==> src/rtl/muldiv_wb_sched_if.sv <==
// Issue/result bundle between the MUL/DIV issue queue, the arithmetic units and the
// writeback scheduler. The slave modport is the scheduler's view.
interface muldiv_wb_sched_if #(
  parameter int IN_W  = 64,
  parameter int OUT_W = 32
);
  logic [IN_W-1:0]  fuinput_i;
  logic             fuinput_i_valid;
  logic             fuinput_i_is_div;
  logic             fuinput_i_ready;
  logic             mul_i_valid;
  logic [OUT_W-1:0] mul_o;
  logic             mul_o_valid;
  logic             div_i_valid;
  logic             div_i_ready;
  logic [OUT_W-1:0] div_o;
  logic             div_o_valid;
  logic             div_o_ready;
  logic [OUT_W-1:0] fuoutput_o;
  logic             fuoutput_o_valid;

  modport slave (
    input  fuinput_i, fuinput_i_valid, fuinput_i_is_div,
    input  mul_o, mul_o_valid,
    input  div_i_ready, div_o, div_o_valid,
    output fuinput_i_ready, mul_i_valid, div_i_valid, div_o_ready,
    output fuoutput_o, fuoutput_o_valid
  );

  modport master (
    output fuinput_i, fuinput_i_valid, fuinput_i_is_div,
    output mul_o, mul_o_valid,
    output div_i_ready, div_o, div_o_valid,
    input  fuinput_i_ready, mul_i_valid, div_i_valid, div_o_ready,
    input  fuoutput_o, fuoutput_o_valid
  );
endinterface

==> src/rtl/muldiv_wb_sched.sv <==
// Shares one writeback port between a fixed-latency multiplier and an iterative divider;
// a stalled divider result is held and, if starved, a multiplier issue bubble is forced.
module muldiv_wb_sched #(
  parameter int MUL_LAT    = 2,
  parameter int STARVE_MAX = 4,
  parameter int OUT_W      = 32
) (
  input  logic             clk,
  input  logic             rstn,
  input  logic             squash,
  muldiv_wb_sched_if.slave bus
);
  typedef enum logic [1:0] {
    H_EMPTY = 2'd0,
    H_WAIT  = 2'd1,
    H_FORCE = 2'd2
  } hold_state_e;

  localparam logic [3:0] STARVE_LAST = 4'(STARVE_MAX - 1);
  localparam logic [3:0] BUBBLE_LAST = 4'(MUL_LAT);

  hold_state_e      state_r;
  hold_state_e      state_nxt_s;
  logic [3:0]       starve_r;
  logic [3:0]       starve_nxt_s;
  logic [3:0]       bubble_r;
  logic [3:0]       bubble_nxt_s;
  logic [OUT_W-1:0] hold_r;
  logic             hold_valid_s;
  logic             block_mul_s;
  logic             div_acc_s;
  logic             sel_mul_s;
  logic             sel_hold_s;
  logic             sel_div_s;
  logic             cap_s;

  assign hold_valid_s    = (state_r != H_EMPTY);
  assign block_mul_s     = (state_r == H_FORCE) && (bubble_r == 4'd0);
  assign bus.div_o_ready = ~hold_valid_s;

  assign bus.mul_i_valid     = bus.fuinput_i_valid & ~bus.fuinput_i_is_div & ~block_mul_s & ~squash;
  assign bus.div_i_valid     = bus.fuinput_i_valid & bus.fuinput_i_is_div & bus.div_i_ready & ~squash;
  assign bus.fuinput_i_ready = bus.fuinput_i_is_div ? bus.div_i_ready : ~block_mul_s;

  // Multiplier results always win; a divider result colliding with one is parked in hold
  assign div_acc_s  = bus.div_o_valid & ~hold_valid_s;
  assign sel_mul_s  = bus.mul_o_valid;
  assign sel_hold_s = hold_valid_s & ~bus.mul_o_valid;
  assign sel_div_s  = div_acc_s & ~bus.mul_o_valid;
  assign cap_s      = div_acc_s & bus.mul_o_valid;

  // Hold FSM next-state and counter update
  always_comb begin
    state_nxt_s  = state_r;
    starve_nxt_s = starve_r;
    bubble_nxt_s = bubble_r;
    if (squash) begin
      state_nxt_s  = H_EMPTY;
      starve_nxt_s = 4'd0;
      bubble_nxt_s = 4'd0;
    end else begin
      case (state_r)
        H_EMPTY: begin
          if (cap_s) begin
            state_nxt_s  = H_WAIT;
            starve_nxt_s = 4'd0;
          end else begin
            state_nxt_s = H_EMPTY;
          end
        end
        H_WAIT: begin
          if (sel_hold_s) begin
            state_nxt_s  = H_EMPTY;
            starve_nxt_s = 4'd0;
          end else if (starve_r == STARVE_LAST) begin
            state_nxt_s  = H_FORCE;
            bubble_nxt_s = 4'd0;
          end else begin
            starve_nxt_s = starve_r + 4'd1;
          end
        end
        H_FORCE: begin
          // The blocked issue slot reaches writeback MUL_LAT cycles later, so the drain is bounded
          if (sel_hold_s) begin
            state_nxt_s  = H_EMPTY;
            starve_nxt_s = 4'd0;
            bubble_nxt_s = 4'd0;
          end else if (bubble_r != BUBBLE_LAST) begin
            bubble_nxt_s = bubble_r + 4'd1;
          end else begin
            bubble_nxt_s = bubble_r;
          end
        end
        default: begin
          state_nxt_s  = H_EMPTY;
          starve_nxt_s = 4'd0;
          bubble_nxt_s = 4'd0;
        end
      endcase
    end
  end

  // Hold FSM state and counters
  always_ff @(posedge clk or negedge rstn) begin
    if (!rstn) begin
      state_r  <= H_EMPTY;
      starve_r <= 4'd0;
      bubble_r <= 4'd0;
    end else begin
      state_r  <= state_nxt_s;
      starve_r <= starve_nxt_s;
      bubble_r <= bubble_nxt_s;
    end
  end

  // Hold buffer payload
  always_ff @(posedge clk or negedge rstn) begin
    if (!rstn) begin
      hold_r <= '0;
    end else if (squash) begin
      hold_r <= '0;
    end else if (cap_s) begin
      hold_r <= bus.div_o;
    end
  end

  // Registered writeback mux
  always_ff @(posedge clk or negedge rstn) begin
    if (!rstn) begin
      bus.fuoutput_o       <= '0;
      bus.fuoutput_o_valid <= 1'b0;
    end else if (squash) begin
      bus.fuoutput_o_valid <= 1'b0;
    end else if (sel_mul_s) begin
      bus.fuoutput_o       <= bus.mul_o;
      bus.fuoutput_o_valid <= 1'b1;
    end else if (sel_hold_s) begin
      bus.fuoutput_o       <= hold_r;
      bus.fuoutput_o_valid <= 1'b1;
    end else if (sel_div_s) begin
      bus.fuoutput_o       <= bus.div_o;
      bus.fuoutput_o_valid <= 1'b1;
    end else begin
      bus.fuoutput_o_valid <= 1'b0;
    end
  end

  muldiv_wb_sched_chk #(.MUL_LAT(MUL_LAT)) u_chk (
    .clk         (clk),
    .rstn        (rstn),
    .sel_mul     (sel_mul_s),
    .sel_hold    (sel_hold_s),
    .sel_div     (sel_div_s),
    .block_mul   (block_mul_s),
    .mul_o_valid (bus.mul_o_valid)
  );
endmodule

// Protocol checks for the writeback scheduler.
module muldiv_wb_sched_chk #(
  parameter int MUL_LAT = 2
) (
  input logic clk,
  input logic rstn,
  input logic sel_mul,
  input logic sel_hold,
  input logic sel_div,
  input logic block_mul,
  input logic mul_o_valid
);
  logic [MUL_LAT-1:0] blk_hist_r;

  // History of blocked issue slots, oldest in the MSB
  always_ff @(posedge clk or negedge rstn) begin
    if (!rstn) begin
      blk_hist_r <= '0;
    end else begin
      blk_hist_r <= MUL_LAT'({blk_hist_r, block_mul});
    end
  end

  a_one_sel: assert property (@(posedge clk) disable iff (!rstn)
    $onehot0({sel_mul, sel_hold, sel_div}));

  a_free_slot: assert property (@(posedge clk) disable iff (!rstn)
    blk_hist_r[MUL_LAT-1] |-> !mul_o_valid);
endmodule
==> src/flat_wrapper.sv <==
// flat-port wrapper written by rule: the top's interface ports become plain ports
module muldiv_wb_sched_flat 
#(
  parameter int MUL_LAT    = 2,
  parameter int STARVE_MAX = 4,
  parameter int OUT_W      = 32
)
  (clk, rstn, squash, bus_fuinput_i, bus_fuinput_i_valid, bus_fuinput_i_is_div, bus_mul_o, bus_mul_o_valid, bus_div_i_ready, bus_div_o, bus_div_o_valid, bus_fuinput_i_ready, bus_mul_i_valid, bus_div_i_valid, bus_div_o_ready, bus_fuoutput_o, bus_fuoutput_o_valid);
  muldiv_wb_sched_if #(.OUT_W(OUT_W)) bus_i ();
  input  logic clk;
  input  logic rstn;
  input  logic squash;
  input wire logic [$bits(bus_i.fuinput_i)-1:0] bus_fuinput_i;
  input wire logic [$bits(bus_i.fuinput_i_valid)-1:0] bus_fuinput_i_valid;
  input wire logic [$bits(bus_i.fuinput_i_is_div)-1:0] bus_fuinput_i_is_div;
  input wire logic [$bits(bus_i.mul_o)-1:0] bus_mul_o;
  input wire logic [$bits(bus_i.mul_o_valid)-1:0] bus_mul_o_valid;
  input wire logic [$bits(bus_i.div_i_ready)-1:0] bus_div_i_ready;
  input wire logic [$bits(bus_i.div_o)-1:0] bus_div_o;
  input wire logic [$bits(bus_i.div_o_valid)-1:0] bus_div_o_valid;
  output wire logic [$bits(bus_i.fuinput_i_ready)-1:0] bus_fuinput_i_ready;
  output wire logic [$bits(bus_i.mul_i_valid)-1:0] bus_mul_i_valid;
  output wire logic [$bits(bus_i.div_i_valid)-1:0] bus_div_i_valid;
  output wire logic [$bits(bus_i.div_o_ready)-1:0] bus_div_o_ready;
  output wire logic [$bits(bus_i.fuoutput_o)-1:0] bus_fuoutput_o;
  output wire logic [$bits(bus_i.fuoutput_o_valid)-1:0] bus_fuoutput_o_valid;
  assign bus_i.fuinput_i = bus_fuinput_i;
  assign bus_i.fuinput_i_valid = bus_fuinput_i_valid;
  assign bus_i.fuinput_i_is_div = bus_fuinput_i_is_div;
  assign bus_i.mul_o = bus_mul_o;
  assign bus_i.mul_o_valid = bus_mul_o_valid;
  assign bus_i.div_i_ready = bus_div_i_ready;
  assign bus_i.div_o = bus_div_o;
  assign bus_i.div_o_valid = bus_div_o_valid;
  assign bus_fuinput_i_ready = bus_i.fuinput_i_ready;
  assign bus_mul_i_valid = bus_i.mul_i_valid;
  assign bus_div_i_valid = bus_i.div_i_valid;
  assign bus_div_o_ready = bus_i.div_o_ready;
  assign bus_fuoutput_o = bus_i.fuoutput_o;
  assign bus_fuoutput_o_valid = bus_i.fuoutput_o_valid;
  muldiv_wb_sched #(.MUL_LAT(MUL_LAT), .STARVE_MAX(STARVE_MAX), .OUT_W(OUT_W)) u_core (.clk(clk), .rstn(rstn), .squash(squash), .bus(bus_i));
endmodule
==> config.mk <==
export PLATFORM = sky130hd
export DESIGN_NAME = muldiv_wb_sched_flat
export DESIGN_NICKNAME = d
export VERILOG_FILES = /design/src/rtl/muldiv_wb_sched_if.sv /design/src/rtl/muldiv_wb_sched.sv /design/src/flat_wrapper.sv
export SDC_FILE = /design/constraint.sdc
export NUM_CORES = 1
export LEC_CHECK = 0
export CAP_MARGIN = 10
export CORE_UTILIZATION = 32
export DETAILED_ROUTE_END_ITERATION = 6
export GPL_TIMING_DRIVEN = 0
export PLACE_DENSITY = 0.73
export SYNTH_ARGS = -nofsm -noshare
export SYNTH_HDL_FRONTEND = slang
export SYNTH_HIERARCHICAL = 1
export SYNTH_SLANG_ARGS = --single-unit
==> constraint.sdc <==
create_clock -name clk -period 1.65 [get_ports clk]
set_input_delay 0.495 -clock clk [delete_from_list [all_inputs] [get_ports clk]]
set_output_delay 0.495 -clock clk [all_outputs]
set_load 0.03 [all_outputs]
==> flow_summary.ini <==
[die]
initial_core_util_pct = 33.3
die_area_um2 = 11900
core_area_um2 = 11000
die_h_um = 109
rows = 38
die_x_um = 109
io_pins = 173

[grt]
grt_max_degree = 48
grt_pass1_wl_um = 16800
track_usage_pct = 18.7
grt_pass1_vias = 3253
grt_overflow = 0
antenna_found_initial = 0

[timing]
tns_ns = -13.70
min_period_ns = 2.04
setup_slack_ns = -0.385
relSlewSlack_pct = 63.6
timing.hold.ws_ns = 0.0964
tightest_slew_ns = 0.546
hold_viol_final = 0
clock_skew_ns = 0.00744
final_max_slew_viol_count = 0
fmax_ghz = 0.491
finalCritPeriodShare_pct = 123
final-setup-viol-count = 72
rsz0062_at_grt = true

[cts]
htreeDepth = 3
root_buffer = clkbuf_16
cts_sinks = 75
clk_pin_slew_ns = 0.06
clock_latency_ns = 0.33
cts_made_buffers = 9
clk_path_buf_depth = 2
cts_tree = built

[critical_path]
cp-end-kind = primary output
critPathSlowestCell = dfrtp_1
max_stage_delay_ns = 0.42
path_cells = nor4b_4 > a21oi_2 > a21o_2 > buf_6
start_kind = register
crit_type = register to primary output
path_buf_inv = 1
cp.required_ns = 1.15
reg2reg_slack_ns = -0.27
arrival_ns = 1.54
path_delay_family = flip-flops
crit_fanout = 3

[placed_design]
place_congestion = 0.739
port_buffers = 107
hpwl_um = 6950
dp_slack_ns = -0.906
placed_cells = 564
dpl_cell_area_um2 = 4980

[power_and_ir_drop]
p_int_mw = 4.19
clock_power_share_pct = 39.5
total_power_mw = 5.72
comb_power_share_pct = 23.7
p_switching_mw = 1.53
p_seq_share_pct = 36.8
power.density_nw_per_um2 = 984
switching_share_pct = 26.8
p_leak_nw = 2.84
irDropWorstVdd_mv = 0.601

[detailed_routing]
wl_met1_um = 4840
routedWlPerCell_um = 18.3
viasPerCell = 5.05
maxUsedRoutingLayer = met4
ant_nets = 0
wl_met3_um = 603
drt_iter0_markers = 110
wl_um = 11100
wl_met2_um = 5580
first_pass_iters = 4
drc = 0
vias = 3066

[layout]
final_cell_area_um2 = 5810
seq_area_um2 = 1880
nFillCells = 992
stdcell_count = 607
nNetsFinal = 601
drive_above_1_share_pct = 25.5
multi_input_area_um2 = 1740
areaGrowthSynthToFinish_pct = 57.9
utilization_pct = 52.7

[synth]
synth_area_um2 = 3680
synth_fp_nets = 456
ys.flop_type = dfrtp_1
synthDistinctLibCells = 43
ys_async_sr_fraction_pct = 100
synth_edf_count = 0
avgSynthCellArea_um2 = 11.6
netlist_instances = 316
yosys_warnings = 6
synth_seq_area_share_pct = 51.0
ys_ff_latch = 75

[job]
maxCapViolations = 0

[run_status]
status = finished with violations
violations = negative setup slack

[hold_path]
hp-class = input port to async pin
-- power by group through the flow --
stage | Combinational [mW] | Sequential [mW] | Clock (mW)
CTS | 1.27 | 2.10 | 2.33
global route | 1.45 | 2.13 | 2.40
finish | 1.36 | 2.10 | 2.26
global placement | 1.24 | 2.13 | 0
detailed placement | 1.27 | 2.13 | 0
floorplan | 0.388 | 2.39 | 0
-- cells by family after synthesis --
family	synth area share, %
fa+ha+maj	1.36
buf+inv	4.80
xor+xnor	0.238
flops	51.0
mux	18.8
compound gates	15.7
simple gates	8.06
-- repair_timing --
item | 4_1_cts | 5_1_grt
resized for setup | 106 | 59
gates cloned | 1 | 5
setup buffers | 14 | 9
endpoints found under the setup margin | 98 | 76
pin swaps | 12 | 5
endpoints found under the hold margin | 0 | 0
hold buffers | 0 | 0
-- path summary, 6_finish.rpt --
| check | endpoint | start | cells after the start |
|---|---|---|---|
| setup / recovery | bus_fuinput_i_ready | u_core/state_r[0] | 4 |
| min in group clk | u_core/hold_r[18] | u_core/hold_r[18] | 1 |
| hold reg to reg | u_core/hold_r[18] | u_core/hold_r[18] | 1 |
| setup reg to reg | u_core/bus.fuoutput_o[15] | u_core/state_r[0] | 9 |
| max in group asynchronous | u_core/hold_r[18] | rstn | 2 |
| hold / removal | u_core/bubble_r[0] | rstn | 1 |
-- cells in the mapped netlist, types with 5 or more instances --
master    number  area share [%]
a22o_1        32             7.6
clkbuf_1       9            0.92
o21ai_0       34             4.6
mux2_2        32             9.8
inv_1          5            0.51
nand3_1        6            0.82
mux2i_1       33             9.0
nand2_1       34             3.5
buf_2          6            0.82
dfrtp_1       75              51
-- cells in the final DEF (no fill, tap or decap), types with 2 or more instances in the layout --
cell,count
dfrtp_1,74
nand3_1,6
ha_2,2
nand3b_1,2
bufinv_16,3
buf_6,16
a22o_1,32
o21ai_1,26
and3_1,3
buf_4,16
nor2b_1,2
dlygate4sd2_1,34
buf_12,4
inv_2,3
mux2i_1,32
clkbuf_1,7
clkdlybuf4s15_1,2
clkinv_2,2
nand2_1,34
mux2_4,10
nor3_1,2
inv_1,2
o21ai_0,8
mux2_2,22
buf_16,2
buf_8,7
clkdlybuf4s50_1,65
clkbuf_16,13
a21o_2,2
ha_1,2
-- registers in the layout, indices dropped and copies added, names as in the netlist --
name	cells
u_core/state_r	2
u_core/bus.fuoutput_o	32
u_core/bus.fuoutput_o_valid	1
u_core/hold_r	32
u_core/bubble_r	4
u_core/starve_r	4
-- routing by layer --
layer / up-vias / GRT usage (%)
li1: 1448 / -
met1: 1518 / 23.4
met2: 91 / 32.0
met3: 9 / 4.72
met4: 0 / 5.05
met5: - / 0
-- layout make-up --
type	instances	share of cell area (%)
sequential	75	32.3
multi-input combinational	211	30.0
timing repair buffer	136	24.1
clock buffer	11	4.18
buffer	22	4.14
tap	140	3.02
clock inverter	5	1.72
inverter	6	0.431
antenna	1	0.0431
Power figures use the tool's default switching activity.
